**src/rtl/tic_tac_toe.sv**
```systemverilog
// Two-player 3x3 tic-tac-toe controller: button edge detection, move placement,
// a rule-based computer opponent for Player 2, and combinational LED/flag decode.
module tic_tac_toe (
  input  logic       clk,
  input  logic       reset,
  input  logic       a,
  input  logic       b,
  input  logic       c,
  input  logic       d,
  input  logic       e,
  input  logic       f,
  input  logic       g,
  input  logic       h,
  input  logic       i,
  input  logic       comp_button,
  output logic       p1_turn,
  output logic       p2_turn,
  output logic       p1_win,
  output logic       p2_win,
  output logic       grid_full,
  output logic [1:0] a_led,
  output logic [1:0] b_led,
  output logic [1:0] c_led,
  output logic [1:0] d_led,
  output logic [1:0] e_led,
  output logic [1:0] f_led,
  output logic [1:0] g_led,
  output logic [1:0] h_led,
  output logic [1:0] i_led
);

  localparam int unsigned NCELL = 9;
  localparam int unsigned NLINE = 8;
  localparam int unsigned IDXW  = 4;
  localparam logic [1:0]  EMPTY = 2'b00;
  localparam logic [1:0]  MARK1 = 2'b01;
  localparam logic [1:0]  MARK2 = 2'b10;

  // Cell indices 0..8 map to a..i; line order sets tie-break priority.
  localparam int unsigned LINES [NLINE][3] = '{
    '{0, 1, 2}, '{3, 4, 5}, '{6, 7, 8},
    '{0, 3, 6}, '{1, 4, 7}, '{2, 5, 8},
    '{0, 4, 8}, '{2, 4, 6}
  };
  localparam int unsigned FALLBACK [NCELL] = '{4, 0, 2, 6, 8, 1, 3, 5, 7};

  typedef enum logic {TURN_P1 = 1'b0, TURN_P2 = 1'b1} turn_e;

  turn_e            turn_q, turn_d;
  logic [1:0]       cell_q [NCELL];
  logic [1:0]       cell_d [NCELL];
  logic [NCELL-1:0] btn;
  logic [NCELL-1:0] btn_prev_q, btn_prev_d;
  logic             comp_prev_q, comp_prev_d;
  logic [NCELL-1:0] press;
  logic             comp_press;
  logic             any_press;
  logic [IDXW-1:0]  sel_idx;
  logic             comp_found;
  logic [IDXW-1:0]  comp_idx;
  logic [1:0]       want;
  logic             game_over;

  assign btn        = {i, h, g, f, e, d, c, b, a};
  assign press      = btn & ~btn_prev_q;
  assign comp_press = comp_button & ~comp_prev_q;

  // Win and full-board detection.
  always_comb begin
    p1_win    = 1'b0;
    p2_win    = 1'b0;
    grid_full = 1'b1;
    for (int unsigned l = 0; l < NLINE; l++) begin
      if (cell_q[LINES[l][0]] == MARK1 && cell_q[LINES[l][1]] == MARK1 &&
          cell_q[LINES[l][2]] == MARK1) p1_win = 1'b1;
      if (cell_q[LINES[l][0]] == MARK2 && cell_q[LINES[l][1]] == MARK2 &&
          cell_q[LINES[l][2]] == MARK2) p2_win = 1'b1;
    end
    for (int unsigned n = 0; n < NCELL; n++) begin
      if (cell_q[n] == EMPTY) grid_full = 1'b0;
    end
  end

  assign game_over = p1_win | p2_win | grid_full;
  assign p1_turn   = ~game_over & (turn_q == TURN_P1);
  assign p2_turn   = ~game_over & (turn_q == TURN_P2);

  // Lowest-lettered pressed cell wins.
  always_comb begin
    any_press = 1'b0;
    sel_idx   = '0;
    for (int unsigned n = 0; n < NCELL; n++) begin
      if (!any_press && press[n]) begin
        any_press = 1'b1;
        sel_idx   = IDXW'(n);
      end
    end
  end

  // Computer move: complete own line, then block, then centre/corner/edge.
  always_comb begin
    comp_found = 1'b0;
    comp_idx   = '0;
    want       = MARK2;
    for (int unsigned r = 0; r < 2; r++) begin
      want = (r == 0) ? MARK2 : MARK1;
      for (int unsigned l = 0; l < NLINE; l++) begin
        for (int unsigned k = 0; k < 3; k++) begin
          if (!comp_found && cell_q[LINES[l][k]] == EMPTY &&
              cell_q[LINES[l][(k + 1) % 3]] == want &&
              cell_q[LINES[l][(k + 2) % 3]] == want) begin
            comp_found = 1'b1;
            comp_idx   = IDXW'(LINES[l][k]);
          end
        end
      end
    end
    for (int unsigned n = 0; n < NCELL; n++) begin
      if (!comp_found && cell_q[FALLBACK[n]] == EMPTY) begin
        comp_found = 1'b1;
        comp_idx   = IDXW'(FALLBACK[n]);
      end
    end
  end

  // Next-state: a cell press always pre-empts the computer button.
  always_comb begin
    cell_d      = cell_q;
    turn_d      = turn_q;
    btn_prev_d  = btn;
    comp_prev_d = comp_button;
    if (!game_over) begin
      if (any_press) begin
        if (cell_q[sel_idx] == EMPTY) begin
          cell_d[sel_idx] = (turn_q == TURN_P1) ? MARK1 : MARK2;
          turn_d          = (turn_q == TURN_P1) ? TURN_P2 : TURN_P1;
        end
      end else if (comp_press && turn_q == TURN_P2 && comp_found) begin
        cell_d[comp_idx] = MARK2;
        turn_d           = TURN_P1;
      end
    end
  end

  always_ff @(posedge clk or posedge reset) begin
    if (reset) begin
      for (int unsigned n = 0; n < NCELL; n++) cell_q[n] <= EMPTY;
      turn_q      <= TURN_P1;
      btn_prev_q  <= '0;
      comp_prev_q <= 1'b0;
    end else begin
      cell_q      <= cell_d;
      turn_q      <= turn_d;
      btn_prev_q  <= btn_prev_d;
      comp_prev_q <= comp_prev_d;
    end
  end

  assign a_led = cell_q[0];
  assign b_led = cell_q[1];
  assign c_led = cell_q[2];
  assign d_led = cell_q[3];
  assign e_led = cell_q[4];
  assign f_led = cell_q[5];
  assign g_led = cell_q[6];
  assign h_led = cell_q[7];
  assign i_led = cell_q[8];

endmodule

```
**config.mk**
```make
export PLATFORM = sky130hd
export DESIGN_NAME = tic_tac_toe
export DESIGN_NICKNAME = d
export VERILOG_FILES = /design/src/rtl/tic_tac_toe.sv
export SDC_FILE = /design/constraint.sdc
export NUM_CORES = 1
export LEC_CHECK = 0
export CORE_AREA = 4 4 76 78
export DETAILED_ROUTE_END_ITERATION = 8
export DIE_AREA = 0 0 80 82
export MAX_ROUTING_LAYER = met4
export PLACE_DENSITY = 0.85
export REMOVE_ABC_BUFFERS = 1
export SYNTH_ARGS = -nofsm -noshare
export SYNTH_HDL_FRONTEND = slang
export SYNTH_SLANG_ARGS = --single-unit
```
**constraint.sdc**
```tcl
create_clock -name clk -period 4.2 [get_ports clk]
set_clock_uncertainty 0.2 [all_clocks]
set_input_delay 0.84 -clock clk [delete_from_list [all_inputs] [get_ports clk]]
set_output_delay 0.84 -clock clk [all_outputs]
set_load 0.005 [all_outputs]
```
==> flow_summary.ini, run 1 <==
[synth]
synthArstFlopShare_pct = 100
syn_area_per_cell_um2 = 7.65
synth_top_area_share_pct = 23.7
yosys-top-cells-count = 35 x nor2_1, 29 x dfrtp_1, 29 x nand2_1, 27 x a21oi_1, 25 x nand2b_1
ys_ff_latch = 29
synth_largest_area_cell = dfrtp_1
synth_cell_types = 63
synth_warnings = 0
syn_inst = 401
ys_seq_area_share_pct = 23.7
syn_area_mm2 = 0.00307
yosys-top-cells-area = dfrtp_1 24%, nand2b_1 5.1%, nor2b_1 4.5%
synth-main-ff-cell = dfrtp_1
synth-edff-count = 0
yosysMostFrequentCell = nor2_1

[routing]
first_iter_violations = 683
num_vias = 3552
drt-vias-per-instance = 7.15
drc_errors = 0
firstDrtPassIters = 5
wl_per_cell_um = 22.2
routed_wl_mm = 11.0
ant_nets = 0

[sta]
setup_viol = 0
fin_ws_ps = 205
max_freq_mhz = 250
setup_tns_ps = 0
rsz0062_at_grt = no
final_max_slew_viol_count = 0
post-route-min-period_ps = 3990
maxSlewHeadroom_pct = 25.9
finalCritPeriodShare_pct = 95.1
hold_violations = 0
worst_slew_pin_slew_ps = 1110

[floorplan]
num_rows = 26
die_area_mm2 = 0.00656
start_util_pct = 60.5
design.core.area_mm2 = 0.00507
boundaryPins = 35
die_y_um = 82
fp.dieW_um = 80

[power]
p_per_area_mw_per_mm2 = 871
ir_drop_uv = 590
p_leak_nw = 1.30

[worst_setup_path]
crit_path_start_kind = flop
cp_common_cell = nor3_1
end_kind = primary output
cpMaxStageDelayCell = dfrtp_1
crit_chain = or2_2 > nand2_1 > nor3_1 > nor4b_2 > nor3_1 > and2_1 > clkdlybuf4s50_1
worstPathRequired_ps = 3160
worst-path-max-fanout = 13
critPathArrivalTime_ps = 2950
cp_slowest_stage_delay_ps = 730
crit_type = reg2out

[flow_run]
max_cap_viol_count = 0

[layout]
n_fill_cell = 427
multiInputGateArea_mm2 = 0.00217
drive_gt1_share_pct = 11.0
fin_nets = 439
num_antenna_cells = 0
syn2layout_area_growth_pct = 14.6
regArea_um2 = 726
fin_cells = 497

[clock_tree]
clk_pin_slew_ps = 60
cts.htree.levels = 2
cts_root_buffer = clkbuf_8
clock_sinks = 29
clock_latency_ps = 290
numCtsBuffers = 5
postCtsSetupBuffers = 0
post_cts_resized = 0
postCtsHoldBufs = 0
clockBufferDepth = 2
cts_tree = yes

[run_status]
outcome = completed

[global_routing]
grt_start_max_net_pins = 30
antenna_found_initial = 0
grt_pass1_wl_mm = 17.8
grt_pass1_vias = 3434
grt-ovfl-total = 0
grt_usage_pct = 36.7

[place]
place_congestion = 0.995
dp.cells = 490
port_buffers = 34
pre_cts_slack_ps = 319
hpwl_mm = 8.15

[worst_hold_path]
hold_path.class = reg2reg
[state kept, by name, indices dropped and copies added (netlist names)]
name and count:
a_led 2, d_led 2, i_led 2, e_led 2
turn_q 1, btn_prev_q 9, b_led 2, c_led 2
g_led 2, h_led 2, f_led 2, comp_prev_q 1
[critical path: cells and delay by family (launching register included)]
family	cells	cell delay, ps
AND/OR/NAND/NOR	6	1490
flip-flops	1	730
buffers and inverters	1	440
[path summary, 6_finish.rpt]
path                                from       endpoint  slack, ps  depth (start not counted)
max                             g_led[1]        p2_turn        210                          7
min                        btn_prev_q[2]       c_led[0]        470                          2
max reg2reg                     a_led[0]       a_led[1]        470                          9
min reg2reg                btn_prev_q[2]       c_led[0]        470                          2
max in group asynchronous          reset  btn_prev_q[7]       2190                          2
min in group asynchronous          reset  btn_prev_q[6]        940                          2
[cell families (layout without fill, tap and decap cells)]
logic type                after synthesis  after routing  share of synthesized area (%)
and+or+nand+nor                       206            206                           38.6
buffers and inverters                  32             58                           5.67
DFF                                    29             29                           23.7
xor gates and xnor gates               16             16                           4.81
AOI/OAI and AO/OA                     113            113                           25.6
muxes                                   5              5                           1.67
[metrics by stage]
stage                     hold slack, ps  util [%]  area, µm²  power [W]
final                                467      69.3       3520    0.00306
after CTS                            464      69.3       3520    0.00298
after floorplan                      386         -       2910    0.00191
after detailed placement             430      67.6       3430    0.00274
after global placement               412      67.6       3430    0.00271
after global routing                 497      69.3       3520    0.00324
[power by group]
part           leakage (nW)  internal [W]  switching (W)  total [W]
clock                0.0443      0.000129       0.000100   0.000230
combinational         0.914      0.000897        0.00119    0.00209
sequential            0.339      0.000364       0.000377   0.000742
[placed cells by master (no fill, tap or decap), types with 14 or more instances in the layout]
| master | Yosys | layout |
|---|---|---|
| nor2_1 | 35 | 35 |
| clkdlybuf4s50_1 | 0 | 34 |
| nand2_1 | 29 | 29 |
| dfrtp_1 | 29 | 29 |
| a21oi_1 | 27 | 27 |
| nand2b_1 | 25 | 25 |
| nor2b_1 | 22 | 22 |
| nor3_1 | 16 | 16 |
| nor4_1 | 15 | 15 |
| o21ai_0 | 14 | 14 |
| a31oi_1 | 14 | 14 |
[layer usage]
metal / part of all wire, % / track usage [%] / vias up
met5: 0 / - / -
met4: 6.9 / 23.0 / 0
met2: 45 / 58.5 / 328
met3: 12 / 5.48 / 86
li1: - / - / 1556
met1: 36 / 43.7 / 1582
[area by class of cell]
type	count	share of cell area, %
clock buffer	7	2.45
inverter	5	0.534
multi-input combinational	340	61.7
sequential	29	20.6
tap	70	2.49
timing repair buffer	46	12.2
No activity file was read; power rests on OpenSTA's default activity.
==> run 2, diff against run 1 <==
--- a/config.mk
+++ b/config.mk
@@ -11,6 +11,7 @@
 export MAX_ROUTING_LAYER = met4
 export PLACE_DENSITY = 0.85
 export REMOVE_ABC_BUFFERS = 1
+export SLEW_MARGIN = 20
 export SYNTH_ARGS = -nofsm -noshare
 export SYNTH_HDL_FRONTEND = slang
 export SYNTH_SLANG_ARGS = --single-unit
==> flow_summary.ini, run 2 (synthesis results as in run 1) <==
[sta]
maxSlewHeadroom_pct = 50.3
rsz0062_at_grt = no
final_max_slew_viol_count = 0
whs_ps = 468
setup_tns_ps = 0
hold_violations = 0
finalCritPeriodShare_pct = 96.7
worst_slew_pin_slew_ps = 739
max_freq_mhz = 246
fin_ws_ps = 141
setup_viol = 0
post-route-min-period_ps = 4060

[worst_setup_path]
cpMaxStageDelayCell = dfrtp_1
cp_common_cell = nor3_1
critPathArrivalTime_ps = 3020
crit_path_start_kind = flop
crit_chain = or2_2 > nand2_1 > nor3_1 > nor4b_2 > nor3_1 > and2_1 > clkdlybuf4s50_1
crit_type = reg2out
r2r-end = a_led[1]
rrSetupSlack_ps = 490
worst-path-max-fanout = 13
worst-path-buf-inv = 1
cp_top_family = simple AND/OR/NAND/NOR gates
worstPathRequired_ps = 3160
cp_slowest_stage_delay_ps = 740
end_kind = primary output
r2r-start = a_led[0]
rr_worst_depth = 9

[clock_tree]
numCtsBuffers = 5
cts.htree.levels = 2
clockBufferDepth = 2
postCtsSetupBuffers = 0
postCtsHoldBufs = 0
clk_pin_slew_ps = 60
clock_sinks = 29
cts_root_buffer = clkbuf_8
cts_tree = yes
clock_latency_ps = 290
post_cts_resized = 0

[routing]
ant_nets = 0
routed_wl_mm = 11.0
route.met3.wl_mm = 1.38
firstDrtPassIters = 5
dr.max_layer_used = met4
wl_per_cell_um = 22.2
drc_errors = 0
num_vias = 3551
wl_met2_mm = 5.00
first_iter_violations = 683
drt-vias-per-instance = 7.14
routedLengthMet1_mm = 3.89

[layout]
final_common_cell = nor2_1
layout_common_cells = 35 x nor2_1, 34 x clkdlybuf4s50_1, 29 x nand2_1, 29 x dfrtp_1, 27 x a21oi_1
top_register = btn_prev_q
postLayoutCoreUtil_pct = 69.3
drive_gt1_share_pct = 11.2
largest_register_ffs = 9
syn2layout_area_growth_pct = 14.6
num_antenna_cells = 0
fin_nets = 439
n_fill_cell = 427

[power]
sw_frac_of_total_pct = 54.7
p_per_area_mw_per_mm2 = 872
ir_drop_uv = 596
power_frac_comb_pct = 68.2
p_clk_share_pct = 7.5
power.net_switching_w = 0.00168
p_seq_share_pct = 24.2
internal_power_w = 0.00139
p_leak_nw = 1.30

[run_status]
outcome = completed

[worst_hold_path]
min_to = c_led[0]
holdPathStages = 2
hold_start = btn_prev_q[2]
hold_path.class = reg2reg

[floorplan]
die_y_um = 82
num_rows = 26
die_area_mm2 = 0.00656
start_util_pct = 60.5
fp.dieW_um = 80
design.core.area_mm2 = 0.00507
boundaryPins = 35

[global_routing]
grt_pass1_wl_mm = 17.8
grt_start_max_net_pins = 30
grt-ovfl-total = 0
grt_pass1_vias = 3434
antenna_found_initial = 0
grt_usage_pct = 36.7

[place]
hpwl_mm = 8.15
pre_cts_slack_ps = 319
place_congestion = 0.995
port_buffers = 34

[flow_run]
max_cap_viol_count = 0
run 2: cell counts in the layout (fill, tap and decap cells not counted):
No cell type changed its count.
run 2: routing by layer:
metal	track usage (%)	vias up
met5	-	-
met4	23.0	0
met3	5.48	89
met2	58.5	305
met1	43.7	1600
li1	-	1557
run 2: worst max path at each step:
stage	startpoint	endpoint	slack (ps)	depth (start not counted)
6_report	g_led[1]	p2_turn	140	7
5_1_grt	g_led[1]	p2_turn	80	7
4_1_cts	g_led[1]	p2_turn	300	7
3_5_place_dp	f	d_led[1]	320	11
3_3_place_gp	f	d_led[1]	480	11
2_1_floorplan	d	c_led[0]	830	9
run 2: through the flow:
step | std cells | cell area (µm²) | power, W
3_5_place_dp | 490 | 3430 | 0.00274
2_1_floorplan | 374 | 2910 | 0.00191
6_report | 497 | 3520 | 0.00307
4_1_cts | 497 | 3520 | 0.00298
5_1_grt | 497 | 3520 | 0.00324
3_3_place_gp | 490 | 3430 | 0.00271
run 2: worst min-delay path: cells and delay by family (launching register included):
| family | cells | cell delay (ps) |
|---|---|---|
| compound gates | 1 | 210 |
| simple gates | 1 | 90 |
| flops | 1 | 340 |
run 2: cell type report:
cell class	count	area [µm²]	area share, %
inverter	5	18.8	0.534
sequential	29	726	20.6
clock buffer	7	86.3	2.45
tap	70	87.6	2.49
timing repair buffer	46	430	12.2
multi-input combinational	340	2170	61.7
run 2: power groups by stage:
stage               combinational, W  clock, W  sequential (W)
floorplan                    0.00128         0        0.000633
global placement             0.00199         0        0.000718
detailed placement           0.00201         0        0.000726
CTS                          0.00203  0.000229        0.000721
global route                 0.00224  0.000242        0.000761
finish                       0.00209  0.000231        0.000743
==> run 3, diff against run 2 <==
--- a/config.mk
+++ b/config.mk
@@ -5,11 +5,10 @@
 export SDC_FILE = /design/constraint.sdc
 export NUM_CORES = 1
 export LEC_CHECK = 0
-export CORE_AREA = 4 4 76 78
+export CORE_AREA = 4 4 116 118
 export DETAILED_ROUTE_END_ITERATION = 8
-export DIE_AREA = 0 0 80 82
+export DIE_AREA = 0 0 120 122
 export MAX_ROUTING_LAYER = met4
-export PLACE_DENSITY = 0.85
 export REMOVE_ABC_BUFFERS = 1
 export SLEW_MARGIN = 20
 export SYNTH_ARGS = -nofsm -noshare
==> flow_summary.ini, run 3 (synthesis results as in run 1) <==
[run_status]
outcome = completed

[power]
p_per_area_mw_per_mm2 = 861
ir_drop_uv = 412
p_leak_nw = 1.35

[layout]
largest_register_ffs = 9
fin_cells = 606
fin_nets = 445
syn2layout_area_growth_pct = 22.1
regArea_um2 = 726
n_fill_cell = 1333
final_common_cell = nor2_1
drive_gt1_share_pct = 12.9
num_antenna_cells = 0
multiInputGateArea_mm2 = 0.00217
postLayoutCoreUtil_pct = 30.1
layout_common_cells = 35 x nor2_1, 34 x clkdlybuf4s50_1, 29 x nand2_1, 29 x dfrtp_1, 27 x a21oi_1
top_register = btn_prev_q

[sta]
finalCritPeriodShare_pct = 97.3
worst_slew_pin_slew_ps = 823
max_freq_mhz = 245
setup_tns_ps = 0
setup_viol = 0
final_max_slew_viol_count = 0
post-route-min-period_ps = 4090
hold_violations = 0
rsz0062_at_grt = no
maxSlewHeadroom_pct = 44.7

[worst_setup_path]
worst-path-max-fanout = 16
critPathArrivalTime_ps = 3050
crit_type = reg2out
worstPathRequired_ps = 3160
r2r-start = a_led[1]
end_kind = primary output
r2r-end = c_led[1]
rr_worst_depth = 9
crit_path_start_kind = flop
rrSetupSlack_ps = 440

[global_routing]
antenna_found_initial = 0
grt_start_max_net_pins = 30
grt_pass1_wl_mm = 18.8
grt_usage_pct = 16.8
grt_pass1_vias = 3295
grt-ovfl-total = 0

[place]
place_congestion = 0.985
port_buffers = 34
dp.cells = 598
hpwl_mm = 9.06

[routing]
drt-vias-per-instance = 5.57
num_vias = 3373
first_iter_violations = 332
drc_errors = 0
firstDrtPassIters = 5
wl_per_cell_um = 19.7
routed_wl_mm = 12.0
ant_nets = 0

[worst_hold_path]
min_to = i_led[0]
hold_path.class = reg2reg
hold_start = btn_prev_q[8]
holdPathStages = 2

[clock_tree]
cts.htree.levels = 2
postCtsHoldBufs = 0
numCtsBuffers = 5
clock_latency_ps = 280
post_cts_resized = 0
postCtsSetupBuffers = 0
clk_pin_slew_ps = 50
clock_sinks = 29
cts_root_buffer = clkbuf_16
clockBufferDepth = 2
cts_tree = yes

[floorplan]
die_area_mm2 = 0.0146
num_rows = 41
start_util_pct = 24.6
fp.dieW_um = 120
boundaryPins = 35
die_y_um = 122
design.core.area_mm2 = 0.0125

[flow_run]
max_cap_viol_count = 0
[run 3: cell types whose count changed in the layout (fill, tap and decap cells not counted), sizes merged]
cell,previous run,this run
clkinv,0,2
clkbuf,7,5
buf,12,18
clkinvlp,0,1
[run 3: area by class of cell]
class | instances | share of cell area, %
clock buffer | 5 | 3.34
clock inverter | 3 | 0.468
inverter | 5 | 0.501
multi-input combinational | 340 | 57.9
sequential | 29 | 19.4
tap | 172 | 5.74
timing repair buffer | 52 | 12.7
[run 3: how the worst max path moves through the flow]
| stage | startpoint | endpoint | slack [ps] | cells past startpoint |
|---|---|---|---|---|
| after floorplan | d | c_led[0] | 830 | 9 |
| after global placement | d | d_led[1] | 370 | 11 |
| after detailed placement | d | d_led[1] | 260 | 11 |
| after CTS | a_led[1] | p2_turn | 170 | 7 |
| after global routing | a_led[1] | p2_turn | 40 | 7 |
| final | a_led[1] | p2_turn | 110 | 7 |
[run 3: power by group]
group          internal (W)  leakage (nW)  switching [W]
registers          0.000364         0.339       0.000404
clock network      0.000216        0.0696       0.000120
logic              0.000928         0.945        0.00119
[run 3: critical path: stages (launching register included)]
cell             delay (ps)
dfrtp_1                 830
nand2b_1                270
nor2_1                  110
o21ai_0                 220
nand3_1                 210
nor3_1                  440
and2_1                  190
clkdlybuf4s50_1         500
[run 3: layer usage]
metal / GRT usage (%) / wire length [µm]
met1: 21.1 / 5040
met3: 2.55 / 826
met4: 9.16 / 668
met2: 26.1 / 5420
met5: - / 0
[run 3: per-stage QoR]
| stage | area [µm²] | setup WS (ps) | total power (W) | hold slack (ps) |
|---|---|---|---|---|
| floorplan | 2910 | 828 | 0.00191 | 386 |
| global placement | 3600 | 375 | 0.00285 | 420 |
| detailed placement | 3600 | 264 | 0.00284 | 434 |
| CTS | 3750 | 168 | 0.00319 | 438 |
| global route | 3750 | 40.2 | 0.00344 | 448 |
| finish | 3750 | 112 | 0.00323 | 439 |
